--- config.mk ---
export PLATFORM = sky130hd
export DESIGN_NAME = sdram_test_sequencer
export DESIGN_NICKNAME = d
export VERILOG_FILES = /design/src/rtl/sdram_test_sequencer.sv
export SDC_FILE = /design/constraint.sdc
export NUM_CORES = 1
export LEC_CHECK = 0
export CELL_PAD_IN_SITES_DETAIL_PLACEMENT = 1
export CELL_PAD_IN_SITES_GLOBAL_PLACEMENT = 1
export CORE_MARGIN = 10
export CORE_UTILIZATION = 30
export DETAILED_ROUTE_END_ITERATION = 7
export PLACE_DENSITY_LB_ADDON = 0.1
export SLEW_MARGIN = 0
export SYNTH_ARGS = -nofsm -noshare
export SYNTH_HDL_FRONTEND = slang
export SYNTH_SLANG_ARGS = --single-unit
--- constraint.sdc ---
create_clock -name sys_clk -period 3.21 [get_ports sys_clk]
set_clock_uncertainty 0.15 [all_clocks]
set_input_delay 0.4815 -clock sys_clk [delete_from_list [all_inputs] [get_ports sys_clk]]
set_output_delay 0.4815 -clock sys_clk [all_outputs]
set_load 0.005 [all_outputs]
--- src/rtl/sdram_test_sequencer.sv ---
// sdram_test_sequencer: write / read-back / compare memory test driving the SDRAM controller host port.
// Latency: 1 cycle per written word, 2 cycles per read word (issue + data) with an always-ready controller.
// Backpressure: command held stable until ctl_cmd_ready; single read outstanding, bounded by TIMEOUT_CYC. Define SDRAM_TEST_LFSR_EN for LFSR data.
module sdram_test_sequencer #(
   parameter int ADDR_W      = 23,
   parameter int DATA_W      = 16,
   parameter int LAST_ADDR   = 2**23-1,
   parameter int NUM_PASSES  = 2,
   parameter int TIMEOUT_CYC = 255
) (
   input  logic              sys_clk,
   input  logic              sys_reset,
   input  logic              start,
   output logic              busy,
   output logic              done,
   output logic              pass,
   output logic              timeout,
   output logic [15:0]       err_count,
   output logic [ADDR_W-1:0] first_err_addr,
   output logic [DATA_W-1:0] first_err_data,
   output logic              ctl_cmd_valid,
   input  logic              ctl_cmd_ready,
   output logic              ctl_cmd_we,
   output logic [ADDR_W-1:0] ctl_addr,
   output logic [DATA_W-1:0] ctl_wdata,
   input  logic              ctl_rdata_valid,
   input  logic [DATA_W-1:0] ctl_rdata
);

   typedef enum logic [2:0] {S_IDLE, S_WRITE, S_READ, S_WAIT_RD, S_NEXT, S_DONE} state_t;

   localparam logic [ADDR_W-1:0] LAST      = ADDR_W'(LAST_ADDR);
   localparam logic [7:0]        LAST_PASS = 8'(NUM_PASSES - 1);
   localparam logic [15:0]       TO_LAST   = 16'(TIMEOUT_CYC - 1);

   state_t            state;
   logic [ADDR_W-1:0] addr;
   logic [7:0]        pass_n;
   logic [15:0]       timer;
   logic [DATA_W-1:0] cur_pat;
   logic [DATA_W-1:0] exp_word;
   logic              xfer;
   logic              at_last;

   assign xfer    = ctl_cmd_valid && ctl_cmd_ready;
   assign at_last = (addr == LAST);

`ifdef SDRAM_TEST_LFSR_EN
   localparam logic [15:0] LFSR_SEED = 16'hACE1;
   logic [15:0] lfsr;
   logic        lfsr_reload;
   logic        lfsr_adv;

   assign lfsr_reload = (state == S_IDLE && start) || (state == S_WRITE && xfer && at_last) ||
                        (state == S_NEXT && pass_n != LAST_PASS);
   assign lfsr_adv    = (state == S_WRITE && xfer && !at_last) || (state == S_WAIT_RD && ctl_rdata_valid);

   // Reseed at the head of every write and read phase, step once per word consumed
   always_ff @(posedge sys_clk) begin
      if (sys_reset)
         lfsr <= 16'h0;
      else if (lfsr_reload)
         lfsr <= LFSR_SEED;
      else if (lfsr_adv)
         lfsr <= {lfsr[0] ^ lfsr[2] ^ lfsr[3] ^ lfsr[5], lfsr[15:1]};
   end

   assign cur_pat = lfsr;
`else
   // Low 16 address bits with the upper address bits folded into the top of the word
   function automatic logic [DATA_W-1:0] addr_pat(input logic [ADDR_W-1:0] a);
      logic [22:0] aw;
      logic [15:0] p;
      aw = 23'(a);
      p  = aw[15:0] ^ {aw[22:16], 9'b0};
      return DATA_W'(p);
   endfunction

   assign cur_pat = addr_pat(addr);
`endif

   // Odd passes use the inverted pattern so every bit is exercised both ways
   assign exp_word  = pass_n[0] ? ~cur_pat : cur_pat;
   assign ctl_addr  = addr;
   assign ctl_wdata = ctl_cmd_we ? exp_word : '0;

   // Test sequencer: command issue, read-back compare, status capture
   always_ff @(posedge sys_clk) begin
      if (sys_reset) begin
         state          <= S_IDLE;
         addr           <= '0;
         pass_n         <= 8'd0;
         timer          <= 16'd0;
         busy           <= 1'b0;
         done           <= 1'b0;
         pass           <= 1'b0;
         timeout        <= 1'b0;
         err_count      <= 16'd0;
         first_err_addr <= '0;
         first_err_data <= '0;
         ctl_cmd_valid  <= 1'b0;
         ctl_cmd_we     <= 1'b0;
      end else begin
         case (state)
            S_IDLE: begin
               if (start) begin
                  err_count      <= 16'd0;
                  first_err_addr <= '0;
                  first_err_data <= '0;
                  timeout        <= 1'b0;
                  done           <= 1'b0;
                  pass           <= 1'b0;
                  pass_n         <= 8'd0;
                  addr           <= '0;
                  busy           <= 1'b1;
                  ctl_cmd_valid  <= 1'b1;
                  ctl_cmd_we     <= 1'b1;
                  state          <= S_WRITE;
               end
            end
            S_WRITE: begin
               // valid stays high: the next write (or first read) follows back to back
               if (xfer) begin
                  if (at_last) begin
                     addr       <= '0;
                     ctl_cmd_we <= 1'b0;
                     state      <= S_READ;
                  end else begin
                     addr <= addr + ADDR_W'(1);
                  end
               end
            end
            S_READ: begin
               if (ctl_cmd_ready) begin
                  ctl_cmd_valid <= 1'b0;
                  timer         <= 16'd0;
                  state         <= S_WAIT_RD;
               end
            end
            S_WAIT_RD: begin
               if (ctl_rdata_valid) begin
                  if (ctl_rdata != exp_word) begin
                     if (err_count == 16'd0) begin
                        first_err_addr <= addr;
                        first_err_data <= ctl_rdata;
                     end
                     if (err_count != 16'hFFFF)
                        err_count <= err_count + 16'd1;
                  end
                  if (at_last) begin
                     state <= S_NEXT;
                  end else begin
                     addr          <= addr + ADDR_W'(1);
                     ctl_cmd_valid <= 1'b1;
                     state         <= S_READ;
                  end
               end else if (timer == TO_LAST) begin
                  timeout <= 1'b1;
                  state   <= S_DONE;
               end else begin
                  timer <= timer + 16'd1;
               end
            end
            S_NEXT: begin
               if (pass_n == LAST_PASS) begin
                  state <= S_DONE;
               end else begin
                  pass_n        <= pass_n + 8'd1;
                  addr          <= '0;
                  ctl_cmd_valid <= 1'b1;
                  ctl_cmd_we    <= 1'b1;
                  state         <= S_WRITE;
               end
            end
            S_DONE: begin
               busy  <= 1'b0;
               done  <= 1'b1;
               pass  <= (err_count == 16'd0) && !timeout;
               state <= S_IDLE;
            end
            default: state <= S_IDLE;
         endcase
      end
   end

endmodule

==> results.tsv <==
metric	value	unit
EDFF count, synth	0	
Mapped Nets	784	
ys flop type	dfxtp_1	
maximum vdd drop	0.282	mV
unrepaired setup endpoints after global routing	no	
Final Hold Viols	0	
share of the synthesized area in the top cell type	36.4	%
Setup CP Type	register to output pin	
vias in the first global route	6529	
initial antenna violation count	0	
hold path depth	2	
Rel. slew slack	55.0	%
# Post-CTS Setup Buffers	0	
CTS tree	built	
most common cell after layout, fill and taps aside	clkdlybuf4s50_1	
die width	163	um
fin nets	901	
syn avg cell area	8.06	um2
vias per cell	5.43	
P&R area growth vs syn	32.7	%
cell count after synthesis	756	
drt first pass iters	5	
Clock Pin Slew Worst Setup and Hold Paths	80	ps
Core ar.	0.0201	mm2
clock sink count	111	
startpoint type of the worst setup path	register	
number of H-tree levels	3	
r2r worst-path depth	8	
first-pass GRT wire length	37.0	mm
CTS buffer count	9	
standard-cell rows	52	
Max-cap violations	0	
fmax	349	MHz
final max-slew violation count	0	
top cells by area, synth	dfxtp_1 36%, xor2_1 5.2%, nand2_1 5.0%	
DR iter-0 viols	314	
synth warn	0	
Final Util	40.2	%
DIE HEIGHT	163	um
Seq/Total Area, Yosys	36.4	%
Initial Util	30.3	%
PostCTS Resize Cnt	0	
Critical Path AT	2230	ps
clock tree buffer depth	2	
Final Power	3.15	mW
status	finished, final reports clean	
# port buffers	120	
Syn Std Cell Area	0.00610	mm2
CP cell instances	xnor2_1 > xnor2_1 > and2_1 > clkdlybuf4s50_1	
largest net degree at the start of global routing	48	
critical-path maximum fanout	10	
total die area	0.0264	mm2
Yosys reg bits	111	
crit end category	output pin	
IO Pins	121	
min-delay worst type	register to register	
Yosys cell types	62	
most frequent CP cell	xnor2_1	
clock latency on the worst-skew pair	360	ps
worst slew pin tran	674	ps
cts-stage hold buffer count	0	
Crit path largest cell delay	560	ps
Post-synth ARST share	0	%
WL/cell	20.3	um
worst endpoint required time	2580	ps
ANT cells	0	
Final Setup Violations	0	
Power per Cell Area	389	mW/mm2
DP Wirelength	17.4	mm
number of remaining DRC errors	0	
post-route ant nets	0	
final WL	23.3	mm
Vias	6238	
most frequent cells in the layout	120 x clkdlybuf4s50_1, 111 x dfxtp_1, 81 x nand2_1	
root buf cell	clkbuf_16	
period utilization	89.2	%
share of cells above drive strength 1	11.6	%
leak pwr	2.82	nW
post-synth top area cell	dfxtp_1	
GRT Overall Usage	17.3	%
gpl congestion	0.836	
grt total ovfl	0	
Tmin final	2860	ps
Critical-path top delay cell	xnor2_1	
-- Yosys cell counts (all sizes together), types with 4 or more instances --
cell / instances
xor2: 36
nand3: 36
a31o: 30
o21ai: 38
xnor2: 28
a41oi: 5
o41ai: 6
nor3: 17
and2: 20
o211ai: 11
or3: 9
nand2: 82
inv: 19
and4: 6
o31ai: 8
nor2b: 4
a21oi: 38
nor4: 33
ha: 7
nand4: 17
dfxtp: 111
a31oi: 5
clkbuf: 39
o311ai: 12
nor2: 59
and3: 17
buf: 23
-- layer usage --
layer  wire length (um)  up-vias  GRT usage (%)
met5                  0        -              0
met4                371        0           4.71
met3               1400       20           4.47
met2              11300      145           29.2
met1              10200     3091           21.4
li1                   -     2982              -
-- cells by family after synthesis --
| family | synth area share, % |
|---|---|
| AO/OA/AOI/OAI | 19.7 |
| XOR/XNOR | 9.58 |
| adder cells (fa/ha/maj) | 1.44 |
| buffers and inverters | 5.81 |
| flip-flops | 36.4 |
| AND/OR/NAND/NOR | 27.0 |
-- final cells by class --
class                           count  area [um2]
Sequential cell                   111        2220
Timing Repair Buffer              168        1620
Inverter                           19        71.3
Multi-Input combinational cell    564        3520
Fill cell                        2358       12000
Tap cell                          270         338
Clock inverter                      6        75.1
Clock buffer                       10         239
-- registers in the layout, summed over array words and instances (netlist names) --
register        cells
first_err_addr     23
ctl_addr           23
ctl_cmd_valid       1
done                1
first_err_data     16
state               3
timeout             1
pass                1
timer              16
ctl_cmd_we          1
busy                1
err_count          16
pass_n              8
-- through the flow --
| stage | std cells | cell area [um2] | setup slack, ps | TNS, ps | hold WS [ps] |
|---|---|---|---|---|---|
| finish | 1148 | 8090 | 347 | 0 | 320 |
| global route | 1148 | 8090 | 168 | 0 | 354 |
| CTS | 1148 | 8090 | 322 | 0 | 325 |
| detailed placement | 1132 | 7780 | -4.62 | -4.62 | 314 |
| global placement | 1132 | 7780 | 94.1 | 0 | 298 |
| floorplan | 756 | 6100 | 689 | 0 | 303 |
-- final timing paths --
kind	start	to	slack, ps
setup / recovery	ctl_addr[10]	ctl_wdata[10]	350
hold / removal	done	done	320
setup reg to reg	ctl_addr[10]	err_count[13]	350
hold reg to reg	done	done	320
-- where the power goes --
group | switching, mW | leakage, nW | internal, mW
combinational | 0.313 | 1.77 | 0.184
sequential | 0.0342 | 0.895 | 1.39
clock | 0.579 | 0.157 | 0.643
total | 0.927 | 2.82 | 2.22
-- worst max-delay path: cells and delay by family, from the launching register on --
family	cells	cell delay, ps
simple gates	1	140
flops	1	470
buf+inv	1	510
xor+xnor	2	740
Power figures use the tool's default switching activity.
